### config.mk
export PLATFORM = sky130hd
export DESIGN_NAME = seq_detector_param_flat
export DESIGN_NICKNAME = d
export VERILOG_FILES = /design/src/rtl/seq_det_pkg.sv /design/src/rtl/seq_detector_param_if.sv /design/src/rtl/sat_counter.sv /design/src/rtl/seq_detector_param.sv /design/src/flat_wrapper.sv
export SDC_FILE = /design/constraint.sdc
export NUM_CORES = 1
export LEC_CHECK = 0
export ABC_AREA = 1
export BUFFER_PORTS_ARGS = -buffer_cell sky130_fd_sc_hd__buf_2
export CAP_MARGIN = 10
export CORE_MARGIN = 2
export CORE_UTILIZATION = 60
export DETAILED_ROUTE_END_ITERATION = 10
export PLACE_DENSITY = 0.83
export SLEW_MARGIN = 20
export SYNTH_ARGS = -nofsm -noshare
export SYNTH_HDL_FRONTEND = slang
export SYNTH_SLANG_ARGS = --single-unit
### constraint.sdc
create_clock -name clk -period 4.53 [get_ports clk]
set_input_delay 0.2265 -clock clk [delete_from_list [all_inputs] [get_ports clk]]
set_output_delay 0.2265 -clock clk [all_outputs]
set_load 0.01 [all_outputs]
### src/rtl/seq_det_pkg.sv
// Shared constants for the parameterised serial pattern detector:
// the configuration loaded at reset and the legal pattern-length range.
package seq_det_pkg;

    // Configuration that is active straight out of reset.
    localparam logic [31:0] DEF_PATTERN_C = 32'b1001;
    localparam int          DEF_LEN_C     = 4;
    localparam bit          DEF_OVERLAP_C = 1'b1;

    // Shortest pattern a cfg_load may select; shorter requests are rejected.
    localparam int LEN_MIN = 2;
    // Largest MAX_LEN the detector is designed for.
    localparam int LEN_MAX_LIMIT = 32;

endpackage

### src/rtl/seq_detector_param_if.sv
// Bus bundle between a stimulus source and the pattern detector.
//
// Qualifier semantics: `in` is only meaningful in a cycle where in_valid is
// high; there is no backpressure, so every valid bit is consumed at the
// rising edge it is presented. cfg_load and count_clear are single-cycle
// strobes, and out / cfg_err are single-cycle pulses.
interface seq_detector_param_if #(
    parameter int MAX_LEN = 8,
    parameter int CNT_W   = 8
);
    localparam int LEN_W = $clog2(MAX_LEN + 1);

    logic               in;
    logic               in_valid;
    logic               cfg_load;
    logic [MAX_LEN-1:0] cfg_pattern;
    logic [LEN_W-1:0]   cfg_len;
    logic               cfg_overlap;
    logic               count_clear;
    logic               out;
    logic [CNT_W-1:0]   match_count;
    logic               count_sat;
    logic               cfg_err;

    // Stimulus side.
    modport master (
        output in, in_valid, cfg_load, cfg_pattern, cfg_len, cfg_overlap, count_clear,
        input  out, match_count, count_sat, cfg_err
    );

    // Detector side.
    modport slave (
        input  in, in_valid, cfg_load, cfg_pattern, cfg_len, cfg_overlap, count_clear,
        output out, match_count, count_sat, cfg_err
    );
endinterface

### src/rtl/sat_counter.sv
// Saturating event counter with a sticky saturation flag. A clear request
// takes priority over a coincident increment.
module sat_counter #(
    parameter int CNT_W = 8
) (
    input  logic             clk,
    input  logic             reset,
    input  logic             inc,
    input  logic             clr,
    output logic [CNT_W-1:0] count,
    output logic             sat
);
    localparam logic [CNT_W-1:0] CNT_MAX = {CNT_W{1'b1}};

    logic [CNT_W-1:0] count_q, count_d;
    logic             sat_q, sat_d;

    // Next count: clear wins, otherwise increment until all-ones and hold.
    always_comb begin
        count_d = count_q;
        sat_d   = sat_q;
        if (clr) begin
            count_d = '0;
            sat_d   = 1'b0;
        end else begin
            if (inc && (count_q != CNT_MAX)) begin
                count_d = count_q + CNT_W'(1);
            end
            sat_d = sat_q | (count_d == CNT_MAX);
        end
    end

    // Counter and flag registers.
    always_ff @(posedge clk or posedge reset) begin
        if (reset) begin
            count_q <= '0;
            sat_q   <= 1'b0;
        end else begin
            count_q <= count_d;
            sat_q   <= sat_d;
        end
    end

    assign count = count_q;
    assign sat   = sat_q;
endmodule

### src/rtl/seq_detector_param.sv
// Runtime-configurable serial pattern detector. Valid bits shift into a
// history register; a match fires when enough bits have arrived for the
// active length and the masked history equals the active pattern. Matches
// are reported as a registered one-cycle pulse and tallied by a saturating
// counter.
module seq_detector_param
    import seq_det_pkg::*;
#(
    parameter int          MAX_LEN     = 8,
    parameter int          CNT_W       = 8,
    parameter logic [31:0] DEF_PATTERN = DEF_PATTERN_C,
    parameter int          DEF_LEN     = DEF_LEN_C,
    parameter bit          DEF_OVERLAP = DEF_OVERLAP_C
) (
    input logic                 clk,
    input logic                 reset,
    seq_detector_param_if.slave bus
);
    localparam int LEN_W = $clog2(MAX_LEN + 1);

    // Ones in the low `len` positions; history bits above the active
    // length never take part in the compare.
    function automatic logic [MAX_LEN-1:0] len_mask(input logic [LEN_W-1:0] len);
        logic [MAX_LEN-1:0] m;
        m = '0;
        for (int i = 0; i < MAX_LEN; i++) begin
            m[i] = (i < 32'(len));
        end
        return m;
    endfunction

    logic [MAX_LEN-1:0] hist_q, hist_d;
    logic [LEN_W-1:0]   fill_q, fill_d;
    logic [MAX_LEN-1:0] pat_q, pat_d;
    logic [LEN_W-1:0]   len_q, len_d;
    logic               ovl_q, ovl_d;
    logic               out_q, out_d;
    logic               cfg_err_q, cfg_err_d;

    logic               cfg_ok;
    logic               match;
    logic [MAX_LEN-1:0] shift_hist;
    logic [LEN_W-1:0]   shift_fill;
    logic [CNT_W-1:0]   count;
    logic               sat;

    // A load is accepted only for lengths the history can actually hold.
    assign cfg_ok = bus.cfg_load
                  && (bus.cfg_len >= LEN_W'(LEN_MIN))
                  && (bus.cfg_len <= LEN_W'(MAX_LEN));

    // Next history/fill/config and match decision for this edge.
    always_comb begin
        hist_d     = hist_q;
        fill_d     = fill_q;
        pat_d      = pat_q;
        len_d      = len_q;
        ovl_d      = ovl_q;
        match      = 1'b0;
        cfg_err_d  = bus.cfg_load && !cfg_ok;
        shift_hist = {hist_q[MAX_LEN-2:0], bus.in};
        shift_fill = (fill_q < len_q) ? fill_q + LEN_W'(1) : fill_q;

        if (cfg_ok) begin
            // Accepted load restarts detection; this cycle's bit is dropped.
            pat_d  = bus.cfg_pattern;
            len_d  = bus.cfg_len;
            ovl_d  = bus.cfg_overlap;
            hist_d = '0;
            fill_d = '0;
        end else if (bus.in_valid) begin
            hist_d = shift_hist;
            fill_d = shift_fill;
            if ((shift_fill == len_q)
                && (((shift_hist ^ pat_q) & len_mask(len_q)) == '0)) begin
                match = 1'b1;
                // Non-overlap mode needs a full fresh pattern for the next hit.
                if (!ovl_q) begin
                    fill_d = '0;
                end
            end
        end
        out_d = match;
    end

    // State registers; reset restores the default configuration.
    always_ff @(posedge clk or posedge reset) begin
        if (reset) begin
            hist_q    <= '0;
            fill_q    <= '0;
            pat_q     <= DEF_PATTERN[MAX_LEN-1:0];
            len_q     <= LEN_W'(DEF_LEN);
            ovl_q     <= DEF_OVERLAP;
            out_q     <= 1'b0;
            cfg_err_q <= 1'b0;
        end else begin
            hist_q    <= hist_d;
            fill_q    <= fill_d;
            pat_q     <= pat_d;
            len_q     <= len_d;
            ovl_q     <= ovl_d;
            out_q     <= out_d;
            cfg_err_q <= cfg_err_d;
        end
    end

    sat_counter #(
        .CNT_W (CNT_W)
    ) u_match_cnt (
        .clk   (clk),
        .reset (reset),
        .inc   (match),
        .clr   (bus.count_clear),
        .count (count),
        .sat   (sat)
    );

    assign bus.out         = out_q;
    assign bus.cfg_err     = cfg_err_q;
    assign bus.match_count = count;
    assign bus.count_sat   = sat;
endmodule

### src/flat_wrapper.sv
// flat-port wrapper written by rule: the top's interface ports become plain ports
module seq_detector_param_flat import seq_det_pkg::*;
#(
    parameter int          MAX_LEN     = 8,
    parameter int          CNT_W       = 8,
    parameter logic [31:0] DEF_PATTERN = DEF_PATTERN_C,
    parameter int          DEF_LEN     = DEF_LEN_C,
    parameter bit          DEF_OVERLAP = DEF_OVERLAP_C
)
  (clk, reset, bus_in, bus_in_valid, bus_cfg_load, bus_cfg_pattern, bus_cfg_len, bus_cfg_overlap, bus_count_clear, bus_out, bus_match_count, bus_count_sat, bus_cfg_err);
  seq_detector_param_if #(.MAX_LEN(MAX_LEN), .CNT_W(CNT_W)) bus_i ();
  input logic clk;
  input logic reset;
  input wire logic [$bits(bus_i.in)-1:0] bus_in;
  input wire logic [$bits(bus_i.in_valid)-1:0] bus_in_valid;
  input wire logic [$bits(bus_i.cfg_load)-1:0] bus_cfg_load;
  input wire logic [$bits(bus_i.cfg_pattern)-1:0] bus_cfg_pattern;
  input wire logic [$bits(bus_i.cfg_len)-1:0] bus_cfg_len;
  input wire logic [$bits(bus_i.cfg_overlap)-1:0] bus_cfg_overlap;
  input wire logic [$bits(bus_i.count_clear)-1:0] bus_count_clear;
  output wire logic [$bits(bus_i.out)-1:0] bus_out;
  output wire logic [$bits(bus_i.match_count)-1:0] bus_match_count;
  output wire logic [$bits(bus_i.count_sat)-1:0] bus_count_sat;
  output wire logic [$bits(bus_i.cfg_err)-1:0] bus_cfg_err;
  assign bus_i.in = bus_in;
  assign bus_i.in_valid = bus_in_valid;
  assign bus_i.cfg_load = bus_cfg_load;
  assign bus_i.cfg_pattern = bus_cfg_pattern;
  assign bus_i.cfg_len = bus_cfg_len;
  assign bus_i.cfg_overlap = bus_cfg_overlap;
  assign bus_i.count_clear = bus_count_clear;
  assign bus_out = bus_i.out;
  assign bus_match_count = bus_i.match_count;
  assign bus_count_sat = bus_i.count_sat;
  assign bus_cfg_err = bus_i.cfg_err;
  seq_detector_param #(.MAX_LEN(MAX_LEN), .CNT_W(CNT_W), .DEF_PATTERN(DEF_PATTERN), .DEF_LEN(DEF_LEN), .DEF_OVERLAP(DEF_OVERLAP)) u_core (.clk(clk), .reset(reset), .bus(bus_i));
endmodule
After elaboration in Yosys (flattened, before gate mapping) --
Index checks and enable logic that the tools add are counted.
Cells by class: magnitude comparators 11, multiplexer cells 14, add/subtract/negate cells 2, bitwise gates (word level) 3, equal/unequal tests 3, reductions and logical operators 8
Operator list (number):
- 8-bit two-way mux | 3
- 4-bit two-way mux | 5
- 3-bit by 4-bit less-than comparator with 1-bit output (first input constant) | 4
- 7-bit two-way mux | 2
- 8-bit by 1-bit adder with 8-bit output (second input constant) | 1
- 8-bit bitwise AND | 1
- 8-bit == test (second input constant) | 1
- 8-bit zero test | 1
- 1-bit by 4-bit less-than comparator with 1-bit output (first input constant) | 2
- 2-bit by 4-bit less-than comparator with 1-bit output (first input constant) | 2
- 8-bit inequality test (second input constant) | 1
- 8-bit XOR | 1
- 1-bit logical AND | 5
- 4-bit by 1-bit adder with 4-bit output (second input constant) | 1
- 4-bit == test | 1
- 4-bit by 2-bit greater-or-equal comparator with 1-bit output (second input constant) | 1
- 4-bit less-or-equal comparator (second input constant) | 1
- 4-bit less-than comparator | 1
- 1-bit two-way mux | 4
- 2-bit nonzero test | 1
- 1-bit zero test | 1
- 1-bit OR | 1
Storage, ports and cells: bits of input ports 19, output and inout port bits 11, logic and storage cells 50, flip-flop bits (word level) 35

Longest topological paths before layout --
depth after elaboration 13, gate-level depth with buffers 20, depth with buffers taken out 20

Modules after synthesis --
From an unflattened synthesis, not the netlist that was laid out.
Unflattened totals: cell total of the unflattened synthesis 297, area total of the unflattened synthesis 2147.1 um^2
Modules (own cells, without submodules):
- seq_detector_param | instances 1, area an instance 1501.4 um^2, seq. area each 655.6 um^2, cells an instance 201
- sat_counter | instances 1, area an instance 645.6 um^2, seq. area each 225.2 um^2, cells an instance 96

Least setup slack after synthesis --
OpenSTA, ideal clock, no wires.
path type flip-flop to flip-flop, start point register u_core.len_q[2], end point register u_core.u_match_cnt.sat_q, in the netlist u_core.u_match_cnt.sat, data required time 4.457 ns, setup slack 2.234 ns, period minus slack after synthesis 2.296 ns, buffers on the path 0, cell stages (with the launch flop) 18, arrival 2.223 ns, setup time 0.073 ns, cell sequence dfstp_2 -> inv_1 -> ha_1 -> a21oi_4 -> inv_1 -> nor2_1 -> nand3_1 -> nand3_1 -> inv_1 -> nor2_4 -> nand2_2 -> nor2_8 -> nand3_1 -> nand2_1 -> nand2_1 -> nor2_1 -> nand2_1 -> a21oi_2
On the way: longest elaborated chain between the ends 13, elaborated cells on any way between the ends 23, those cells by class order compare: 9; eq/ne: 2; mux: 7; bitwise: 2; reduce/logical: 3
RTL lines:
- from (decl) | RTL line seq_detector_param.sv:35 | logic [LEN_W-1:0] len_q, len_d;
- from (signal assigned) | RTL line seq_detector_param.sv:92 | len_q <= LEN_W'(DEF_LEN);
- from (signal assigned) | RTL line seq_detector_param.sv:100 | len_q <= len_d;
- 4-bit less-than comparator, or another cell as far along | RTL line seq_detector_param.sv:62 | shift_fill = (fill_q < len_q) ? fill_q + LEN_W'(1) : fill_q;
- 4-bit two-way mux / 8-bit bitwise AND (equally long branches) | RTL line seq_detector_param.sv:62, seq_detector_param.sv:75
- 4-bit == test / 8-bit zero test (equally long branches) | RTL line seq_detector_param.sv:74, seq_detector_param.sv:75
- 1-bit logical AND * | RTL line seq_detector_param.sv:75 | && (((shift_hist ^ pat_q) & len_mask(len_q)) == '0)) begin
- 1-bit two-way mux * | RTL line seq_detector_param.sv:74 | if ((shift_fill == len_q)
- 1-bit two-way mux * | RTL line seq_detector_param.sv:71 | end else if (bus.in_valid) begin
- 1-bit two-way mux * | RTL line seq_detector_param.sv:64 | if (cfg_ok) begin
- named net u_core.match | RTL line seq_detector_param.sv:41 | logic match;
- 1-bit logical AND * | RTL line sat_counter.sv:26 | if (inc && (count_q != CNT_MAX)) begin
- 8-bit two-way mux * | RTL line sat_counter.sv:26
- 8-bit two-way mux * | RTL line sat_counter.sv:22 | if (clr) begin
- 8-bit == test * | RTL line sat_counter.sv:29 | sat_d = sat_q | (count_d == CNT_MAX);
- 1-bit OR * | RTL line sat_counter.sv:29
- 1-bit two-way mux * | RTL line sat_counter.sv:22
- named net u_core.u_match_cnt.sat_d | RTL line sat_counter.sv:16 | logic sat_q, sat_d;
- to (signal assigned) | RTL line sat_counter.sv:40 | sat_q <= sat_d;
- to (decl) | RTL line sat_counter.sv:16
Mark *: on every way through the listed nets, which the timed path passes. The rest lies on a longest branch. The select of a mux whose other input is x is not followed. A chain may end at the register's enable or synchronous reset.

Worst setup path in the final report --
start point register u_core.len_q[2], end point register u_core.u_match_cnt.sat_q, in the netlist u_core.u_match_cnt.sat
On the way: longest elaborated chain between the ends 13, elaborated cells on any way between the ends 23, those cells by class order compare: 9; eq/ne: 2; mux: 7; bitwise: 2; reduce/logical: 3
RTL lines (RTL line):
- 4-bit less-than comparator, or another cell as far along | seq_detector_param.sv:62
- 4-bit two-way mux / 8-bit bitwise AND (equally long branches) | seq_detector_param.sv:62, seq_detector_param.sv:75
- 4-bit == test / 8-bit zero test (equally long branches) | seq_detector_param.sv:74, seq_detector_param.sv:75
- 1-bit logical AND * | seq_detector_param.sv:75
- 1-bit two-way mux * | seq_detector_param.sv:74
- 1-bit two-way mux * | seq_detector_param.sv:71
- 1-bit two-way mux * | seq_detector_param.sv:64
- 1-bit logical AND * | sat_counter.sv:26
- 8-bit two-way mux * | sat_counter.sv:26
- 8-bit two-way mux * | sat_counter.sv:22
- 8-bit == test * | sat_counter.sv:29
- 1-bit OR * | sat_counter.sv:29
- 1-bit two-way mux * | sat_counter.sv:22
- named net u_core.u_match_cnt.sat_d | sat_counter.sv:16
Marks and branches as above.

==> summary.txt <==
Route
  • Number of vias per cell: 5.25
  • Routed WL per cell: 12.2 µm
  • Routed via count: 1918
  • # DRC: 0
  • TritonRoute pass-1 iters: 4
  • Antenna viol nets, final: 0
  • Iter 0 DRT Violations: 177
  • Post-Route WL: 4470 µm

Logic synthesis
  • Synth area leader: dfrtp_1
  • Synthesized area: 2110 µm²
  • Yosys warnings: 0
  • Post-synthesis sequential area ratio: 41.8%
  • Area fraction of the dominant cell type after synthesis: 36.8%
  • Netlist cell types: 30
  • Synth Net Count: 307
  • Avg Cell Area, Syn: 7.45 µm²
  • Flops & latches, synth: 35
  • Area contributors post-synth: dfrtp_1 37%, nand2_1 15%, inv_1 6.8%, nand3_1 6.6%, dfstp_2 5.0%
  • Mapped Cells: 283

STA
  • Final Skew: 17.3 ps
  • Minimum clock period: 2670 ps
  • Slew Limit Fails: 0
  • Rel. slew slack: 70.9%
  • Final period utilization: 58.9%
  • Number of hold violations in the final report: 0
  • Hold Worst Slack: 56.4 ps
  • Unrepaired setup endpoints after global routing: false
  • Setup TNS: 0 ps
  • Worst setup margin: 1860 ps
  • F_max: 375 MHz
  • Final setup viols: 0
  • Worst Tran Pin Value: 436 ps

Clock tree
  • H-tree levels: 2
  • CTS tree: built
  • Clock root buffer: clkbuf_4
  • Clk buf depth: 2
  • Clock transition at the registers of the reported paths: 110 ps
  • Worst-Skew Late Latency: 360 ps
  • Setup bufs post-CTS: 0
  • CTS buffer count: 5
  • Clock sink count: 35

Finish
  • Antenna diodes: 0
  • Layout Nets: 342
  • Syn-to-layout area delta: 14.7%
  • Fraction of layout cells with a size suffix above 1: 19.4%
  • Fin cells: 365

Setup path
  • WS Path Type: reg -> reg
  • Crit path top cell by count: nor2_1
  • CP Max Fanout: 8
  • CP endpoint kind: flop
  • CP max stage delay: 570 ps
  • Slowest stage cell on the critical path: dfstp_2
  • Worst EP required: 4780 ps
  • Crit path buffers/inverters: 3
  • Ordered cell list for the critical path: inv_1 > ha_1 > a21oi_4 > inv_1 > nor2_1 > nand3_1 > nand3_1 > inv_1 > nor2_4 > nand4_1 > nor2_1 > nor2_1 > nand2_1 > nor2_1 > nand2_1 > a21oi_2
  • CP delay by family, top: simple AND/OR/NAND/NOR gates
  • Startpoint types: flop
  • Critical Path AT: 2920 ps

Floorplanning
  • Initial core utilization: 62.7%
  • Row cnt: 21
  • Num ports: 30
  • Die Footprint: 4010 µm²
  • Chip height: 63.3 µm
  • Core Area: 3360 µm²
  • Die Span X: 63.3 µm

Pwr
  • Power Density: 470 nW/µm²
  • Comb pwr share: 39.4%
  • Flop pwr share: 35.4%
  • Int Pwr: 690 µW
  • LEAKAGE: 0.00129 µW
  • Maximum VDD drop: 0.000259 V
  • Sw Share: 39.3%
  • Clock share of power: 25.2%
  • P_sw: 446 µW

Global routing
  • First-pass GRT wire length: 7990 µm
  • Grt ovf: 0
  • Vias in the first global route: 1894
  • Tot GR Track Use: 25.3%
  • Initial antenna violation count: 0
  • Largest net degree at the start of global routing: 36

Run
  • Max_cap viols: 0

Placed design
  • Gpl congestion: 0.889
  • Port buffer count: 29
  • Detailed Place HPWL: 3310 µm
  • Post-place setup slack: 1900 ps
  • Placed Instances: 356

Status
  • Status: completed

Min path
  • Type of the most critical hold path: in -> reg
-- cells in the mapped netlist, drive strengths merged --
cell,instances
o21ai,16
nand3,31
dfrtp,31
dfstp,4
clkbuf,2
xor2,6
o22ai,9
a21oi,9
nor3,2
ha,5
clkinv,1
inv,41
a31oi,1
xnor2,1
nor2,21
nand2,94
buf,1
nand4,6
o32ai,1
nand3b,1
-- power by group through the flow --
stage / Clock [µW] / Sequential, µW / Combinational [µW]
finish: 286 / 402 / 448
global route: 300 / 408 / 509
CTS: 290 / 401 / 447
detailed placement: 0 / 407 / 441
global placement: 0 / 405 / 433
floorplan: 0 / 395 / 368
-- layout make-up --
class | count | area [µm²]
fill | 309 | 943
inverter | 42 | 158
sequential | 35 | 881
timing repair buffer | 31 | 163
clock inverter | 3 | 67.6
multi-input combinational | 203 | 1060
clock buffer | 5 | 37.5
tap | 46 | 57.6
-- registers in the layout (all words and copies together) (netlist names) --
signal / cells
u_core.u_match_cnt.count: 8
u_core.hist_q: 7
u_core.fill_q: 4
u_core.len_q: 4
u_core.bus.cfg_err: 1
u_core.ovl_q: 1
u_core.u_match_cnt.sat: 1
u_core.bus.out: 1
u_core.pat_q: 8
-- logic make-up (layout without fill, tap and decap cells) --
logic type	after synthesis	in the layout	share of synthesized area (%)
AO/OA/AOI/OAI	36	36	10.0
XOR/XNOR	7	7	2.91
adder cells (fa/ha/maj)	5	5	2.97
buffers and inverters	45	81	8.19
flip-flops	35	35	41.8
AND/OR/NAND/NOR	155	155	34.2
-- layer usage --
layer,track usage (%),vias to the layer above,wire length [µm]
met1,31.4,879,2060
li1,-,981,-
met2,42.7,46,2120
met4,9.78,0,81
met3,6.07,12,209
met5,0,-,0
-- repair_timing --
action	in CTS	in global routing
hold buffers	1	0
gates resized for setup	0	0
endpoints found under the setup margin	0	0
endpoints found under the hold margin	31	0
-- layout by cell type (no fill, tap or decap) --
master | netlist | final
dfstp_2 | 4 | 4
clkinvlp_4 | 0 | 1
nor2_4 | 2 | 2
nand4_1 | 6 | 6
bufinv_16 | 0 | 2
buf_2 | 0 | 29
xnor2_1 | 1 | 1
o21ai_0 | 15 | 15
a21oi_2 | 1 | 1
nand2_1 | 87 | 87
nor2_1 | 16 | 16
nor2_8 | 1 | 1
a21oi_1 | 7 | 7
nand3b_1 | 1 | 1
nand3_2 | 3 | 3
a31oi_1 | 1 | 1
clkbuf_4 | 0 | 5
buf_4 | 1 | 1
nor2_2 | 2 | 2
dfrtp_1 | 31 | 31
nand3_1 | 28 | 28
xor2_1 | 6 | 6
nand2_4 | 2 | 2
inv_1 | 38 | 38
clkinv_1 | 1 | 1
nand2_2 | 5 | 5
o21ai_1 | 1 | 1
a21oi_4 | 1 | 1
dlygate4sd3_1 | 0 | 1
inv_2 | 3 | 3
ha_1 | 5 | 5
nor3_1 | 2 | 2
o32ai_1 | 1 | 1
o22ai_1 | 9 | 9
-- stage by stage --
stage | instance area (µm²) | utilization (%) | power (µW)
2_1_floorplan | 2110 | - | 763
3_3_place_gp | 2300 | 68.5 | 838
3_5_place_dp | 2300 | 68.5 | 848
4_1_cts | 2420 | 71.9 | 1140
5_1_grt | 2420 | 71.9 | 1220
6_report | 2420 | 71.9 | 1140
-- final timing paths --
| check | startpoint | end | slack, ps | cells after the start |
|---|---|---|---|---|
| worst min-delay path | bus_cfg_pattern[7] | u_core.pat_q[7]$_DFFE_PP0P_ | 60 | 3 |
| worst min register to register | u_core.ovl_q$_DFFE_PP1P_ | u_core.ovl_q$_DFFE_PP1P_ | 480 | 2 |
| max in group asynchronous | reset | u_core.pat_q[3]$_DFFE_PP1P_ | 3680 | 4 |
| min in group asynchronous | reset | u_core.fill_q[3]$_DFFE_PP0P_ | 500 | 4 |
| worst max-delay path | u_core.len_q[2]$_DFFE_PP1P_ | u_core.u_match_cnt.sat$_DFF_PP0_ | 1860 | 16 |
| worst max register to register | u_core.len_q[2]$_DFFE_PP1P_ | u_core.u_match_cnt.sat$_DFF_PP0_ | 1860 | 16 |
-- worst register-to-register path, delay by kind of cell, from the launching register on --
family	cells	cell delay, ps
simple gates	10	1220
buf+inv	3	220
compound gates	2	320
fa+ha+maj	1	240
flops	1	570
Power figures use the tool's default switching activity.
